<file path="src/rtl/pipe_pkg.sv">
// Shared pipeline definitions: occupancy state encodings and default widths.
package pipe_pkg;

   localparam int unsigned DEF_PC_W   = 32;
   localparam int unsigned DEF_INST_W = 32;
   localparam int unsigned DEF_CNT_W  = 16;

   localparam logic [31:0] DEF_NOP_INST = 32'h0000_0000;

   // 2'd3 is unused; the FSM recovers from it to EMPTY
   typedef enum logic [1:0] {
      EMPTY = 2'd0,
      ONE   = 2'd1,
      TWO   = 2'd2
   } occ_e;

endpackage

</file>
<file path="src/rtl/if_id_skid_reg_if.sv">
// IF/ID handshake bundle: fetch-side inputs and decode-side outputs.
interface if_id_skid_reg_if #(
   parameter int unsigned MSB    = 32,
   parameter int unsigned INST_W = 32
);
   logic              i_valid;
   logic              o_ready;
   logic [MSB-1:0]    i_next_pc;
   logic [INST_W-1:0] i_inst;
   logic              o_valid;
   logic              i_ready;
   logic [MSB-1:0]    o_next_pc;
   logic [INST_W-1:0] o_inst;

   modport master (
      output i_valid, i_next_pc, i_inst, i_ready,
      input  o_ready, o_valid, o_next_pc, o_inst
   );

   modport slave (
      input  i_valid, i_next_pc, i_inst, i_ready,
      output o_ready, o_valid, o_next_pc, o_inst
   );
endinterface

</file>
<file path="src/rtl/sat_counter.sv">
// Saturating up-counter with synchronous clear; clear has priority over increment.
module sat_counter #(
   parameter int unsigned CNT_W = 16
) (
   input  logic             i_clk,
   input  logic             i_clr,
   input  logic             i_inc,
   output logic [CNT_W-1:0] o_cnt
);
   always_ff @(posedge i_clk) begin
      if (i_clr) begin
         o_cnt <= '0;
      end else if (i_inc && (o_cnt != {CNT_W{1'b1}})) begin
         o_cnt <= o_cnt + CNT_W'(1);
      end
   end
endmodule

</file>
<file path="src/rtl/if_id_skid_reg.sv">
// IF/ID pipeline register with valid/ready handshake, 2-entry skid buffer and flush.
// Optional performance counters enabled by defining IF_ID_PERF_CNT_EN.
module if_id_skid_reg
   import pipe_pkg::*;
#(
   parameter int unsigned       MSB      = DEF_PC_W,
   parameter int unsigned       INST_W   = DEF_INST_W,
   parameter logic [INST_W-1:0] NOP_INST = INST_W'(DEF_NOP_INST)
`ifdef IF_ID_PERF_CNT_EN
   ,
   parameter int unsigned       CNT_W    = DEF_CNT_W
`endif
) (
   input  logic                i_clk,
   input  logic                i_rst,
   input  logic                i_flush,
   if_id_skid_reg_if.slave     bus
`ifdef IF_ID_PERF_CNT_EN
   ,
   output logic [CNT_W-1:0]    o_stall_cnt,
   output logic [CNT_W-1:0]    o_flush_cnt
`endif
);

   occ_e              state;
   logic              valid_q;
   logic              ready_q;
   logic [MSB-1:0]    main_pc;
   logic [INST_W-1:0] main_inst;
   logic [MSB-1:0]    skid_pc;
   logic [INST_W-1:0] skid_inst;

   logic in_xfer;
   logic out_xfer;

   assign in_xfer  = bus.i_valid & ready_q;
   assign out_xfer = valid_q & bus.i_ready;

   // Occupancy FSM; o_valid/o_ready are kept as registers beside the state
   always_ff @(posedge i_clk) begin
      if (i_rst || i_flush) begin
         state     <= EMPTY;
         valid_q   <= 1'b0;
         ready_q   <= 1'b1;
         main_pc   <= '0;
         main_inst <= NOP_INST;
      end else begin
         unique case (state)
            EMPTY: begin
               if (in_xfer) begin
                  state     <= ONE;
                  valid_q   <= 1'b1;
                  main_pc   <= bus.i_next_pc;
                  main_inst <= bus.i_inst;
               end
            end
            ONE: begin
               if (in_xfer && out_xfer) begin
                  main_pc   <= bus.i_next_pc;
                  main_inst <= bus.i_inst;
               end else if (in_xfer) begin
                  state     <= TWO;
                  ready_q   <= 1'b0;
                  skid_pc   <= bus.i_next_pc;
                  skid_inst <= bus.i_inst;
               end else if (out_xfer) begin
                  state     <= EMPTY;
                  valid_q   <= 1'b0;
                  main_pc   <= '0;
                  main_inst <= NOP_INST;
               end
            end
            TWO: begin
               if (out_xfer) begin
                  state     <= ONE;
                  ready_q   <= 1'b1;
                  main_pc   <= skid_pc;
                  main_inst <= skid_inst;
               end
            end
            default: begin
               state     <= EMPTY;
               valid_q   <= 1'b0;
               ready_q   <= 1'b1;
               main_pc   <= '0;
               main_inst <= NOP_INST;
            end
         endcase
      end
   end

   assign bus.o_valid   = valid_q;
   assign bus.o_ready   = ready_q;
   assign bus.o_next_pc = main_pc;
   assign bus.o_inst    = main_inst;

`ifdef IF_ID_PERF_CNT_EN
   logic stall_inc;
   logic flush_inc;

   assign stall_inc = valid_q & ~bus.i_ready;
   assign flush_inc = i_flush & ~i_rst;

   sat_counter #(.CNT_W(CNT_W)) u_stall_cnt (
      .i_clk (i_clk),
      .i_clr (i_rst),
      .i_inc (stall_inc),
      .o_cnt (o_stall_cnt)
   );

   sat_counter #(.CNT_W(CNT_W)) u_flush_cnt (
      .i_clk (i_clk),
      .i_clr (i_rst),
      .i_inc (flush_inc),
      .o_cnt (o_flush_cnt)
   );
`endif

endmodule

</file>
<file path="src/flat_wrapper.sv">
// flat-port wrapper written by rule: the top's interface ports become plain ports
module if_id_skid_reg_flat import pipe_pkg::*;
#(
   parameter int unsigned       MSB      = DEF_PC_W,
   parameter int unsigned       INST_W   = DEF_INST_W,
   parameter logic [INST_W-1:0] NOP_INST = INST_W'(DEF_NOP_INST)

)
  (i_clk, i_rst, i_flush, bus_i_valid, bus_i_next_pc, bus_i_inst, bus_i_ready, bus_o_ready, bus_o_valid, bus_o_next_pc, bus_o_inst);
  if_id_skid_reg_if #(.MSB(MSB), .INST_W(INST_W)) bus_i ();
  input  logic i_clk;
  input  logic i_rst;
  input  logic i_flush;
  input wire logic [$bits(bus_i.i_valid)-1:0] bus_i_valid;
  input wire logic [$bits(bus_i.i_next_pc)-1:0] bus_i_next_pc;
  input wire logic [$bits(bus_i.i_inst)-1:0] bus_i_inst;
  input wire logic [$bits(bus_i.i_ready)-1:0] bus_i_ready;
  output wire logic [$bits(bus_i.o_ready)-1:0] bus_o_ready;
  output wire logic [$bits(bus_i.o_valid)-1:0] bus_o_valid;
  output wire logic [$bits(bus_i.o_next_pc)-1:0] bus_o_next_pc;
  output wire logic [$bits(bus_i.o_inst)-1:0] bus_o_inst;
  assign bus_i.i_valid = bus_i_valid;
  assign bus_i.i_next_pc = bus_i_next_pc;
  assign bus_i.i_inst = bus_i_inst;
  assign bus_i.i_ready = bus_i_ready;
  assign bus_o_ready = bus_i.o_ready;
  assign bus_o_valid = bus_i.o_valid;
  assign bus_o_next_pc = bus_i.o_next_pc;
  assign bus_o_inst = bus_i.o_inst;
  if_id_skid_reg #(.MSB(MSB), .INST_W(INST_W), .NOP_INST(NOP_INST)) u_core (.i_clk(i_clk), .i_rst(i_rst), .i_flush(i_flush), .bus(bus_i));
endmodule
</file>
<file path="config.mk">
export PLATFORM = sky130hd
export DESIGN_NAME = if_id_skid_reg_flat
export DESIGN_NICKNAME = d
export VERILOG_FILES = /design/src/rtl/pipe_pkg.sv /design/src/rtl/if_id_skid_reg_if.sv /design/src/rtl/sat_counter.sv /design/src/rtl/if_id_skid_reg.sv /design/src/flat_wrapper.sv
export SDC_FILE = /design/constraint.sdc
export NUM_CORES = 1
export LEC_CHECK = 0
export ABC_AREA = 1
export CORE_MARGIN = 2
export CORE_UTILIZATION = 45
export DETAILED_ROUTE_END_ITERATION = 12
export GPL_ROUTABILITY_DRIVEN = 0
export PLACE_DENSITY_LB_ADDON = 0.05
export SLEW_MARGIN = 10
export SYNTH_ARGS = -nofsm -noshare
export SYNTH_HDL_FRONTEND = slang
export SYNTH_SLANG_ARGS = --single-unit
</file>
<file path="constraint.sdc">
create_clock -name i_clk -period 7.09 [get_ports i_clk]
set_input_delay 1.418 -clock i_clk [delete_from_list [all_inputs] [get_ports i_clk]]
set_output_delay 1.418 -clock i_clk [all_outputs]
set_load 0.005 [all_outputs]
</file>
After elaboration in Yosys (flattened, before gate mapping)
Index checks and enable logic that the tools add are counted.
Widths: inputs -> output; s select.
- equal/unequal tests: 11
- multiplexer cells: 25
- bitwise gates (word level): 6
- reduce and logical (&&, ||, !) cells: 8
- operators by type and width (kind ; number):
    $mux 32 ; 8
    $pmux 32 s3 ; 2
    $reduce_and 4->1 ; 4
    $mux 2 ; 5
    $ne 2x1->1 const B ; 4
    $mux 1 ; 7
    $ne 3x1->1 const B ; 2
    $pmux 1 s3 ; 2
    $pmux 2 s3 ; 1
    $reduce_and 5->1 ; 1
    $ne 2x2->1 const B ; 2
    $not 1->1 ; 4
    $ne 3x3->1 const B ; 1
    $and 1x1->1 ; 2
    $eq 2x1->1 const B ; 1
    $eq 2x2->1 const B ; 1
    $logic_not 2->1 ; 1
    $logic_and 1x1->1 ; 1
    $logic_or 1x1->1 ; 1
- flip-flop bits (word level): 132
- input port bits: 69
- output and inout port bits: 66
- word-level logic and storage cells: 57

Logic depth before layout (Yosys ltp)
- word-level depth: 5
- depth in mapped cells: 9
- mapped depth without buffers: 8

Worst setup path after synthesis
OpenSTA, ideal clock, no wires.
- kind: input port to flip-flop
- from: input port i_flush
- to: register u_core.skid_inst[0] (enable)
- setup time: 486 ps
- data arrival time: 4425 ps
- required time: 6604 ps
- setup slack: 2178 ps
- stages on the path: 3
- path buffers: 0
- cell sequence: nor2_1 > nand2_1 > nor2_1
- word-level cells in the longest chain between the ends: 3
- RTL lines (item ; RTL line ; text):
    start, declared ; flat_wrapper.sv:13 ; input logic i_flush;
    $logic_or 1x1->1 ; if_id_skid_reg.sv:41 ; if (i_rst || i_flush) begin
    $not 1->1 (no source line) ; n/a ;
    $reduce_and 4->1 (no source line) ; n/a ;
    end signal, assigned ; if_id_skid_reg.sv:65 ; skid_inst <= bus.i_inst;
    end, declared ; if_id_skid_reg.sv:31 ; logic [INST_W-1:0] skid_inst;
No other way between the ends.
A chain may end at the register's enable or synchronous reset.

Final worst setup path
- from: input port bus_i_ready
- to: register u_core.main_pc[28] (netlist: u_core.bus.o_next_pc[28])
- word-level cells in the longest chain between the ends: 4
- elaborated cells between the ends (all ways): 8
- those cells by class: eq/ne (3); mux (2); bitwise (1); reduce/logical (2)
- RTL lines (item ; RTL line ; text):
    start, declared ; flat_wrapper.sv:17 ; input wire logic [$bits(bus_i.i_ready)-1:0] bus_i_ready;
    $and 1x1->1 * ; if_id_skid_reg.sv:37 ; assign out_xfer = valid_q & bus.i_ready;
    $logic_and 1x1->1 ; if_id_skid_reg.sv:58 ; if (in_xfer && out_xfer) begin
    $ne 3x3->1 (no source line), or another cell as far along ; n/a ;
    $reduce_and 4->1 (no source line) or $pmux 32 s3 (tied branches) ; n/a ;
    end signal, assigned ; if_id_skid_reg.sv:53 ; main_pc <= bus.i_next_pc;
    end signal, assigned ; if_id_skid_reg.sv:59 ; main_pc <= bus.i_next_pc;
    end signal, assigned ; if_id_skid_reg.sv:77 ; main_pc <= skid_pc;
    end, declared ; if_id_skid_reg.sv:28 ; logic [MSB-1:0] main_pc;
Every way passes the cells marked *; elsewhere a longest branch is shown, timed or not.

==> flow_summary.yaml <==
outcome:
  status: "complete, no violations"
grt:
  antenna_found_initial: 0
  grt_max_degree: 67
  gr-total-overflow: 0
  grt_usage_pct: 22.54
  grt_pass1_wl_um: 23800
  grt_pass1_vias: 4757
routing:
  routed_via_density: 5.189
  wl_met2_um: 6998
  via_count: 4992
  routed_wl_um: 14760
  drtIter0Drc: 491
  drc: 0
  ant_nets: 0
  routed.top_layer: "met4"
  dr.pass1.iters: 5
  wl_met1_um: 6581
  dr_wl_met3_um: 977
  routedWlPerCell_um: 15.34
clock_network:
  clkSinkCount: 132
  cts_resized: 0
  postCtsSetupBuffers: 0
  path_clk_slew_ns: 0.05
  clock_latency_ns: 0.42
  cts_made_buffers: 17
  clockBufferDepth: 2
  cts_tree: "built"
  cts-root-buf: "clkbuf_16"
  cts_hold_buf: 0
  cts_max_level: 4
timing:
  rsz0062_at_grt: "false"
  post-route-min-period_ns: 3.338
  max_slew_margin_pct: 18.34
  hold_violations: 0
  fin_worst_skew_ns: 0.007085
  setup_viol: 0
  drv_slew: 0
  worst_slew_pin_slew_ns: 1.223
  fmax_mhz: 299.6
  fin_crit_sh_pct: 47.08
  setup_tns_ns: 0
yosys:
  ys_types: 22
  synthCells: 665
  yosysSeqAreaShare_pct: 57.39
  ys.warnings.count: 0
  syn-cell-area_um2: 5720
  synth_nets: 734
  synth_area_per_cell_um2: 8.602
  ys_ff_latch: 132
power:
  peakVddDrop_mv: 0.1548
  power_mw: 2.017
  p_seq_share_pct: 41.0
  pwr-share-comb_pct: 10.1
  power.switching_uw: 435.0
  p_leak_nw: 2.831
  internal-power_mw: 1.582
  p_sw_share_pct: 21.56
  pwr_density_cell_nw_per_um2: 262.0
  clockPowerShare_pct: 48.9
worst_setup_path:
  path_cells: "clkdlybuf4s50_1 -> nand2_1 -> nand2_4 -> inv_2 -> nor2_4 -> buf_4 -> nand2_1 -> a21oi_1"
  crit_arrival_ns: 3.66
  path_max_fanout: 33
  slowest_stage: "nor2_4"
  crit_required_ns: 7.41
  cp-start-kind: "input port"
  crit_type: "input port to flip-flop"
  path_delay_family: "simple AND/OR/NAND/NOR gates"
  end_kind: "flip-flop"
  path_buf_inv: 3
  crit_path_frequent_cell: "nand2_1"
  max_stage_delay_ns: 0.60
floorplanning:
  die_x_um: 116.8
  core_um2: 12520
  die_h_um: 116.8
  boundaryPins: 135
  row_count: 41
  initial_core_util_pct: 45.70
  dieArea_um2: 13630
layout:
  drive_gt1_share_pct: 5.949
  fin_nets: 846
  area_growth_pct: 34.58
  diodes: 0
  final_cell_mix: "nand2_1 (265), clkdlybuf4s50_1 (134), nand3_1 (131)"
  final_common_cell: "nand2_1"
placement:
  numPortBuffers: 134
  dp_hpwl_um: 8488
min_path:
  hp-class: "flip-flop to flip-flop"
run:
  maxCapViolations: 0
-- power by group through the flow --
stage                     Clock (mW)  Combinational (mW)  Sequential, mW
after detailed placement           0               0.205           0.844
after global placement             0               0.201           0.843
after global routing            1.03               0.226           0.829
after floorplan                    0               0.114           0.843
final                          0.986               0.204           0.828
after CTS                       1.00               0.206           0.828
-- registers in the layout, indices dropped and copies added (netlist names) --
| name | flops |
|---|---|
| u_core.bus.o_inst | 32 |
| u_core.bus.o_next_pc | 32 |
| u_core.bus.o_ready | 1 |
| u_core.bus.o_valid | 1 |
| u_core.skid_inst | 32 |
| u_core.skid_pc | 32 |
| u_core.state | 2 |
-- layer usage --
| layer | global-route usage, % | up-vias |
|---|---|---|
| met5 | 0 | - |
| met4 | 7.922 | 0 |
| met3 | 6.279 | 20 |
| met2 | 36.42 | 170 |
| met1 | 29.19 | 2344 |
| li1 | - | 2458 |
-- logic make-up (layout without fill, tap and decap cells) --
kind of cell,after synthesis,in the layout,synth area share [%]
AOI/OAI and AO/OA,68,68,5.993
DFF,132,132,57.39
and+or+nand+nor,408,408,30.47
buffers and inverters,57,182,6.146
-- worst paths after layout --
check                          startpoint                  endpoint  slack [ns]  depth (start not counted)
hold / removal    u_core.bus.o_next_pc[2]   u_core.bus.o_next_pc[2]        0.46                          2
hold reg to reg   u_core.bus.o_next_pc[2]   u_core.bus.o_next_pc[2]        0.46                          2
setup / recovery              bus_i_ready  u_core.bus.o_next_pc[28]        3.75                          8
setup reg to reg          u_core.state[0]  u_core.bus.o_next_pc[28]        4.45                          8
-- through the flow --
step	hold slack (ns)	std cells	area, um^2	setup WS (ns)	util (%)
2_1_floorplan	0.4598	665	5720	2.178	-
3_3_place_gp	0.4530	930	7036	3.419	56.21
3_5_place_dp	0.4541	930	7036	3.310	56.21
4_1_cts	0.4630	962	7699	3.727	61.51
5_1_grt	0.4792	962	7699	3.560	61.51
6_report	0.4612	962	7699	3.752	61.51
-- worst min-delay path: cells and delay by family, from the launching register on --
family | cells | cell delay (ns)
simple gates | 1 | 0.06
flops | 1 | 0.31
compound gates | 1 | 0.05
-- synth_stat cells --
library cell / number / area (um^2)
nand3_1: 131 / 655.6
dfxtp_1: 68 / 1361
buf_1: 2 / 7.510
nand2_4: 1 / 11.26
o211ai_1: 1 / 7.510
nand2_1: 265 / 994.7
buf_2: 17 / 85.08
nor2_4: 2 / 22.52
clkbuf_1: 9 / 33.78
nor3_1: 1 / 5.000
inv_2: 3 / 11.26
nor2_1: 4 / 15.01
buf_6: 12 / 135.1
nor2_2: 1 / 6.260
edfxtp_1: 64 / 1922
nand2_2: 1 / 6.260
inv_1: 7 / 26.28
nand4_1: 1 / 6.260
nand2_8: 1 / 20.02
o21ai_0: 2 / 10.01
buf_4: 7 / 52.55
a21oi_1: 65 / 325.3
-- cell type report --
cell class / count / area [um^2]
Inverter: 10 / 37.54
Fill cell: 1133 / 4818
Sequential cell: 132 / 3283
Clock buffer: 20 / 456.7
Clock inverter: 12 / 206.4
Tap cell: 172 / 215.2
Timing Repair Buffer: 140 / 1386
Multi-Input combinational cell: 476 / 2113
Note: power is estimated with default switching activity, not from simulation.
